## config.mk

```make
export PLATFORM = sky130hd
export DESIGN_NAME = axi4l_imem_slave
export DESIGN_NICKNAME = d
export VERILOG_FILES = /design/src/rtl/axi4l_pkg.sv /design/src/rtl/axi4l_imem_slave.sv
export SDC_FILE = /design/constraint.sdc
export NUM_CORES = 1
export LEC_CHECK = 0
export BUFFER_PORTS_ARGS = -buffer_cell sky130_fd_sc_hd__buf_2
export CORE_MARGIN = 2
export CORE_UTILIZATION = 39
export DETAILED_ROUTE_END_ITERATION = 8
export MAX_ROUTING_LAYER = met4
export PLACE_DENSITY_LB_ADDON = 0.25
export SLEW_MARGIN = 25
export SYNTH_ARGS = -nofsm -noshare
export SYNTH_HDL_FRONTEND = slang
export SYNTH_SLANG_ARGS = --single-unit
```

## constraint.sdc

```tcl
create_clock -name CLK -period 1.88 [get_ports CLK]
set_input_delay 0.188 -clock CLK [delete_from_list [all_inputs] [get_ports CLK]]
set_output_delay 0.188 -clock CLK [all_outputs]
set_load 0.01 [all_outputs]
```

## src/rtl/axi4l_pkg.sv

```systemverilog
// AXI4-Lite response codes and state type shared by the memory-side subordinates.
package axi4l_pkg;

    localparam logic [1:0] RESP_OKAY   = 2'b00;
    localparam logic [1:0] RESP_EXOKAY = 2'b01;
    localparam logic [1:0] RESP_SLVERR = 2'b10;
    localparam logic [1:0] RESP_DECERR = 2'b11;

    typedef enum logic [1:0] {
        IDLE = 2'd0,
        RD   = 2'd1,
        RSP  = 2'd2
    } imem_state_e;

endpackage

```

## src/rtl/axi4l_imem_slave.sv

```systemverilog
// Read-only AXI4-Lite subordinate serving instruction fetches from a single-port word memory,
// with a one-entry AR slot so the next fetch can be accepted while one is in flight.
module axi4l_imem_slave
    import axi4l_pkg::*;
#(
    parameter int                    ADDR_WIDTH  = 32,
    parameter int                    DATA_WIDTH  = 32,
    parameter int                    PROT_WIDTH  = 3,
    parameter int                    RESP_WIDTH  = 2,
    parameter int                    DATA_DEPTH  = 1024,
    parameter logic [ADDR_WIDTH-1:0] BASE_ADDR   = 32'hFFFF_0000,
    parameter int                    MEM_TIMEOUT = 16,
    localparam int                   IDX_W       = $clog2(DATA_DEPTH)
) (
    input  logic                  CLK,
    input  logic                  RSTN,
    input  logic                  s_axi_arvalid,
    output logic                  s_axi_arready,
    input  logic [ADDR_WIDTH-1:0] s_axi_araddr,
    input  logic [PROT_WIDTH-1:0] s_axi_arprot,
    output logic                  s_axi_rvalid,
    input  logic                  s_axi_rready,
    output logic [DATA_WIDTH-1:0] s_axi_rdata,
    output logic [RESP_WIDTH-1:0] s_axi_rresp,
    output logic                  mem_en,
    output logic [IDX_W-1:0]      mem_addr,
    output logic [DATA_WIDTH-1:0] mem_wdata,
    output logic                  mem_wen,
    input  logic [DATA_WIDTH-1:0] mem_rdata,
    input  logic                  mem_rvld
);

    localparam int                  CNT_W   = $clog2(MEM_TIMEOUT + 1);
    localparam logic [ADDR_WIDTH:0] LIMIT   = (ADDR_WIDTH + 1)'(longint'(DATA_DEPTH) * 4);
    localparam logic [CNT_W-1:0]    TO_LAST = CNT_W'(MEM_TIMEOUT - 1);

    imem_state_e           state_q, state_d;
    logic                  pend_vld_q, pend_vld_d;
    logic                  pend_err_q, pend_err_d;
    logic [IDX_W-1:0]      pend_idx_q, pend_idx_d;
    logic [CNT_W-1:0]      cnt_q, cnt_d;
    logic [DATA_WIDTH-1:0] rdata_q, rdata_d;
    logic [RESP_WIDTH-1:0] rresp_q, rresp_d;
    logic                  arready_q, arready_d;

    logic                  ar_hs;
    logic                  ar_err;
    logic [ADDR_WIDTH-1:0] ar_off;
    logic                  issue;
    logic                  rd_timeout;
    logic                  unused_prot;

    // Offset wraps modulo 2^ADDR_WIDTH, so addresses below the base land far out of range.
    assign ar_off      = s_axi_araddr - BASE_ADDR;
    assign ar_err      = ({1'b0, ar_off} >= LIMIT) || (s_axi_araddr[1:0] != 2'b00);
    assign ar_hs       = s_axi_arvalid && arready_q;
    assign issue       = (state_q == IDLE) && pend_vld_q;
    assign rd_timeout  = (state_q == RD) && !mem_rvld && (cnt_q == TO_LAST);
    assign unused_prot = ^s_axi_arprot;

    always_ff @(posedge CLK) begin
        if (!RSTN) begin
            state_q <= IDLE;
        end else begin
            state_q <= state_d;
        end
    end

    always_comb begin
        state_d = state_q;
        unique case (state_q)
            IDLE: if (pend_vld_q) state_d = pend_err_q ? RSP : RD;
            RD:   if (mem_rvld || rd_timeout) state_d = RSP;
            RSP:  if (s_axi_rready) state_d = IDLE;
            default: state_d = IDLE;
        endcase
    end

    always_comb begin
        pend_vld_d = pend_vld_q;
        pend_err_d = pend_err_q;
        pend_idx_d = pend_idx_q;
        rdata_d    = rdata_q;
        rresp_d    = rresp_q;
        cnt_d      = (state_q == RD) ? cnt_q + 1'b1 : '0;

        if (issue) begin
            pend_vld_d = 1'b0;
            if (pend_err_q) begin
                rdata_d = '0;
                rresp_d = RESP_WIDTH'(RESP_SLVERR);
            end
        end
        // The slot can only be written while empty, so this never collides with issue.
        if (ar_hs) begin
            pend_vld_d = 1'b1;
            pend_err_d = ar_err;
            pend_idx_d = ar_off[IDX_W+1:2];
        end

        if (state_q == RD) begin
            if (mem_rvld) begin
                rdata_d = mem_rdata;
                rresp_d = RESP_WIDTH'(RESP_OKAY);
            end else if (rd_timeout) begin
                rdata_d = '0;
                rresp_d = RESP_WIDTH'(RESP_SLVERR);
            end
        end

        arready_d = !pend_vld_d;
    end

    always_ff @(posedge CLK) begin
        if (!RSTN) begin
            pend_vld_q <= 1'b0;
            pend_err_q <= 1'b0;
            pend_idx_q <= '0;
            cnt_q      <= '0;
            rdata_q    <= '0;
            rresp_q    <= RESP_WIDTH'(RESP_OKAY);
            arready_q  <= 1'b0;
        end else begin
            pend_vld_q <= pend_vld_d;
            pend_err_q <= pend_err_d;
            pend_idx_q <= pend_idx_d;
            cnt_q      <= cnt_d;
            rdata_q    <= rdata_d;
            rresp_q    <= rresp_d;
            arready_q  <= arready_d;
        end
    end

    always_comb begin
        mem_en       = issue && !pend_err_q;
        mem_addr     = mem_en ? pend_idx_q : '0;
        s_axi_rvalid = (state_q == RSP);
    end

    assign s_axi_arready = arready_q;
    assign s_axi_rdata   = rdata_q;
    assign s_axi_rresp   = rresp_q;
    assign mem_wdata     = '0;
    assign mem_wen       = 1'b0;

endmodule

```

======== Word level (Yosys, flattened, before mapping) ========
Index checks and enable logic that the tools add are counted.
word-level totals
  register bits ........................... 54
  latch bits .............................. 0
  memories ................................ 0
  output and inout bits ................... 80
  bits in read-only memories .............. 0
  bits in writable memories ............... 0
  word-level logic and storage cells ...... 49
  input port bits ......................... 72
operators by class
  multiplexer cells ....................... 18
  multiply operators ...................... 0
  order comparisons ....................... 1
  shifts and indexed selects .............. 0
  bitwise logic cells ..................... 0
  reduce and logical (&&, ||, !) cells .... 14
  $add $sub $neg .......................... 2
  div/mod/pow operators ................... 0
  equal/unequal tests ..................... 6
operators with widths
  kind                                                                      count
  32-bit two-way mux                                                        5
  32-bit by 13-bit >= comparator with 1-bit output (second input constant)  1
  32-bit subtractor (second input constant)                                 1
  2-bit two-way mux                                                         9
  10-bit two-way mux                                                        1
  2-bit one-hot mux with 3 select lines                                     1
  5-bit by 1-bit adder with 5-bit output (second input constant)            1
  5-bit by 4-bit == test with 1-bit output (second input constant)          1
  1-bit logical AND                                                         5
  2-bit != test (second input constant)                                     2
  1-bit logical NOT                                                         3
  3-bit AND reduction                                                       1
  2-bit by 1-bit == test with 1-bit output (second input constant)          1
  2-bit == test (second input constant)                                     1
  2-bit logical NOT                                                         1
  1-bit logical OR                                                          2
  1-bit two-way mux                                                         2
  2-bit by 1-bit != test with 1-bit output (second input constant)          1
  2-bit AND reduction                                                       1
  2-bit nonzero test                                                        1

======== Longest topological paths before layout ========
  depth in word-level cells ............... 6
  depth in mapped cells ................... 8
  depth with buffers taken out ............ 7

======== Worst setup path before layout ========
No wires, ideal clock.
  kind .................................... register -> register
  start point ............................. register cnt_q[0]
  end point ............................... register rdata_q[10] (netlist: s_axi_rdata[10])
  path slack .............................. 132 ps
  stages on the path, launching flop included .. 9
  path buffers ............................ 1
  required time ........................... 1815 ps
  arrival ................................. 1683 ps
  cell sequence ........................... dfxtp_1 ha_1 and3_1 ha_1 o21ai_0 a21o_1 clkbuf_1 a22oi_1 nor2b_1
on the way
  word-level cells in the longest chain between the ends .. 5
RTL lines
  element                                   line                     text
  start: declaration                        axi4l_imem_slave.sv:41   logic [CNT_W-1:0] cnt_q, cnt_d;
  start signal: assignment                  axi4l_imem_slave.sv:127  cnt_q <= cnt_d;
  5-bit by 4-bit == test with 1-bit output  axi4l_imem_slave.sv:58   assign rd_timeout = (state_q == RD) && !mem_rvld && (cnt_q == TO_LAST);
  1-bit logical AND                         axi4l_imem_slave.sv:58
  32-bit two-way mux                        axi4l_imem_slave.sv:105  end else if (rd_timeout) begin
  32-bit two-way mux                        axi4l_imem_slave.sv:102  if (mem_rvld) begin
  32-bit two-way mux                        axi4l_imem_slave.sv:101  if (state_q == RD) begin
  end signal: assignment                    axi4l_imem_slave.sv:128  rdata_q <= rdata_d;
  end: declaration                          axi4l_imem_slave.sv:42   logic [DATA_WIDTH-1:0] rdata_q, rdata_d;
Every way passes these cells.
A chain may end at the register's enable or synchronous reset.

======== Worst setup path after layout ========
  start point ............................. register cnt_q[0]
  end point ............................... register rdata_q[6] (netlist: s_axi_rdata[6])
The elaborated chain is that of the path after synthesis.

==> impl_metrics.py <==
metrics = {
    "sta": {
        "finalCritPeriodShare_pct": 92.1,
        "hold_violations": 0,
        "setup-violations-final": 0,
        "tns_ns": 0,
        "fin_crit_ns": 1.73,
        "final_max_slew_viol_count": 0,
        "grt_setup_unrepaired": "no",
        "fin_skew_ns": 0.00754,
        "fmax_mhz": 577,
    },
    "detailed_routing": {
        "drt_pre_antenna_iters": 3,
        "vias_per_cell": 4.59,
        "drc": 0,
        "detail_route.wl_per_cell_um": 11.0,
        "drtIter0Drc": 45,
        "vias": 2122,
        "ant_nets": 0,
        "drt_wl_total_mm": 5.10,
    },
    "final_layout": {
        "drive_gt1_share_pct": 34.6,
        "final_common_cell": "buf_2",
        "layout_common_cells": "buf_2, dfxtp_1, nor2b_1",
        "fin_cells": 462,
        "fin_nets": 460,
        "diodes": 0,
        "area_growth_pct": 27.8,
    },
    "cts": {
        "cts_resized": 0,
        "clk_path_buf_depth": 2,
        "clk_pin_slew_ns": 0.09,
        "htree_levels": 2,
        "postCtsSetupBuffers": 0,
        "cts_made_buffers": 5,
        "cts-root-buf": "clkbuf_8",
        "cts_tree": "yes",
        "cts.sinks": 54,
        "clkLatencyLatePin_ns": 0.30,
        "holdBufCountCts": 0,
    },
    "die": {
        "coreArea_mm2": 0.00599,
        "die_height_um": 83.2,
        "die_w_um": 83.2,
        "start_util_pct": 40.9,
        "std_cell_rows": 28,
        "top_level_ports": 152,
        "die_area_mm2": 0.00692,
    },
    "yosys": {
        "synth_cells": 273,
        "ys_ff_latch": 54,
        "synth_warnings": 0,
        "avgSynthCellArea_um2": 8.96,
        "synthFlopType": "dfxtp_1",
        "synthArstFlopShare_pct": 0,
        "synth_top_area_share_pct": 44.2,
        "netlist_area_mm2": 0.00245,
        "synth_cell_types": 31,
        "synth_edf_count": 0,
        "synthTopCellsByArea": "dfxtp_1, buf_4, a22oi_1",
        "seq_area_frac_synth_pct": 44.2,
        "yosys.area.top_type": "dfxtp_1",
    },
    "worst_setup_path": {
        "cp_cell_sequence": "ha_1, and3_1, ha_2, o21ai_0, a21o_2, clkbuf_16, a22oi_1, nor2b_1",
        "slowest_delay_ns": 0.33,
        "crit_cells": 8,
        "worstSetupPathType": "flop to flop",
        "cp.arrival_ns": 1.97,
        "crit_family": "compound AO/OA/AOI/OAI gates",
        "critPathSlowestCell": "dfxtp_2",
        "ff2ff_path_depth": 8,
        "end_kind": "flop",
        "crit_required_ns": 2.12,
        "cp-start-kind": "flop",
        "crit_buf_inv": 1,
        "cp_max_fo": 8,
    },
    "status": {
        "status": "finished clean",
    },
    "grt": {
        "grt_max_degree": 20,
        "antenna_found_initial": 0,
        "track_usage_pct": 14.3,
        "grt_pass1_vias": 1885,
        "grt_overflow": 0,
        "grt_first_pass_wirelength_mm": 8.20,
    },
    "power": {
        "irDropWorstVdd_uv": 361,
        "power_density_mw_per_mm2": 695,
        "p_leak_nw": 1.46,
    },
    "placed_design": {
        "io_buffers": 115,
        "dpl.hpwl_mm": 3.87,
        "gp_congestion": 0.727,
        "numPlacedInstances": 453,
    },
    "flow_run": {
        "cap_violations": 0,
    },
    "hold_path": {
        "hold_path_class": "input pin to flop",
        "holdPathStages": 3,
    },
}
-- Yosys cell counts, types with 2 or more instances --
| library cell | instances |
|---|---|
| nor2b_1 | 35 |
| nor4_1 | 2 |
| buf_2 | 4 |
| ha_1 | 2 |
| nor2_1 | 12 |
| a21oi_1 | 4 |
| nand3_1 | 4 |
| a22oi_1 | 32 |
| a21boi_0 | 11 |
| and2_1 | 13 |
| xnor2_1 | 2 |
| o31ai_1 | 2 |
| o21ai_0 | 5 |
| buf_4 | 37 |
| nand2_1 | 26 |
| or4_1 | 2 |
| and3_1 | 4 |
| dfxtp_1 | 54 |
| clkbuf_1 | 9 |
| inv_1 | 2 |
-- state kept, by name (all words and copies together), names as in the netlist --
signal,count
s_axi_rresp,2
pend_err_q,1
s_axi_arready,1
pend_vld_q,1
s_axi_rdata,32
cnt_q,5
pend_idx_q,10
state_q,2
-- cell families after synthesis --
| family | count (synthesis) | share of synthesized area, % |
|---|---|---|
| and+or+nand+nor | 103 | 22.8 |
| AOI/OAI and AO/OA | 58 | 16.9 |
| DFF | 54 | 44.2 |
| buffers and inverters | 52 | 13.9 |
| xor gates and xnor gates | 3 | 1.07 |
| adders and majority gates | 2 | 1.02 |
| other | 1 | 0.153 |
-- tightest hold or removal path, stage by stage --
cell      delay (ns)
buf_2           0.09
nand2_1         0.04
a21boi_0        0.06
-- final timing paths --
| kind | start | endpoint | slack [ns] |
|---|---|---|---|
| worst max-delay path | cnt_q[0]$_SDFF_PN0_ | s_axi_rdata[6]$_SDFF_PN0_ | 0.15 |
| worst min-delay path | s_axi_araddr[11] | pend_idx_q[9]$_SDFFE_PN0P_ | 0.13 |
| worst max register to register | cnt_q[0]$_SDFF_PN0_ | s_axi_rdata[6]$_SDFF_PN0_ | 0.15 |
| worst min register to register | cnt_q[0]$_SDFF_PN0_ | cnt_q[0]$_SDFF_PN0_ | 0.42 |
-- report_power, final --
group,internal [W],switching [W],total (W)
Clock,0.000399,0.000345,0.000744
Combinational,0.000118,0.000128,0.000246
Sequential,0.00117,0.0000144,0.00118
-- layer usage --
| metal | up-vias | share of wire (%) | GRT usage [%] |
|---|---|---|---|
| met5 | - | 0 | - |
| met4 | 0 | 0.90 | 3.13 |
| met3 | 6 | 7.6 | 4.27 |
| met2 | 80 | 49 | 25.5 |
| met1 | 951 | 42 | 15.7 |
| li1 | 1085 | - | - |
-- metrics by stage --
stage | worst slack (ns) | instance area (µm²) | hold WS (ns) | power [W] | util (%)
after floorplan | 0.132 | 2570 | 0.330 | 0.00139 | -
after global placement | 0.167 | 2990 | 0.435 | 0.00145 | 49.9
after detailed placement | 0.147 | 2990 | 0.440 | 0.00145 | 49.9
after CTS | 0.102 | 3100 | 0.117 | 0.00220 | 51.7
after global routing | 0.0133 | 3130 | 0.123 | 0.00229 | 52.2
final | 0.148 | 3130 | 0.127 | 0.00217 | 52.2
-- layout make-up --
class / instances / area [µm²]
clock buffer: 7 / 76.3
timing repair buffer: 124 / 686
clock inverter: 1 / 30.0
tap: 75 / 93.8
sequential: 54 / 1080
inverter: 2 / 7.51
fill: 599 / 2860
multi-input combinational: 199 / 1150
Note: power is estimated with default switching activity, not from simulation.
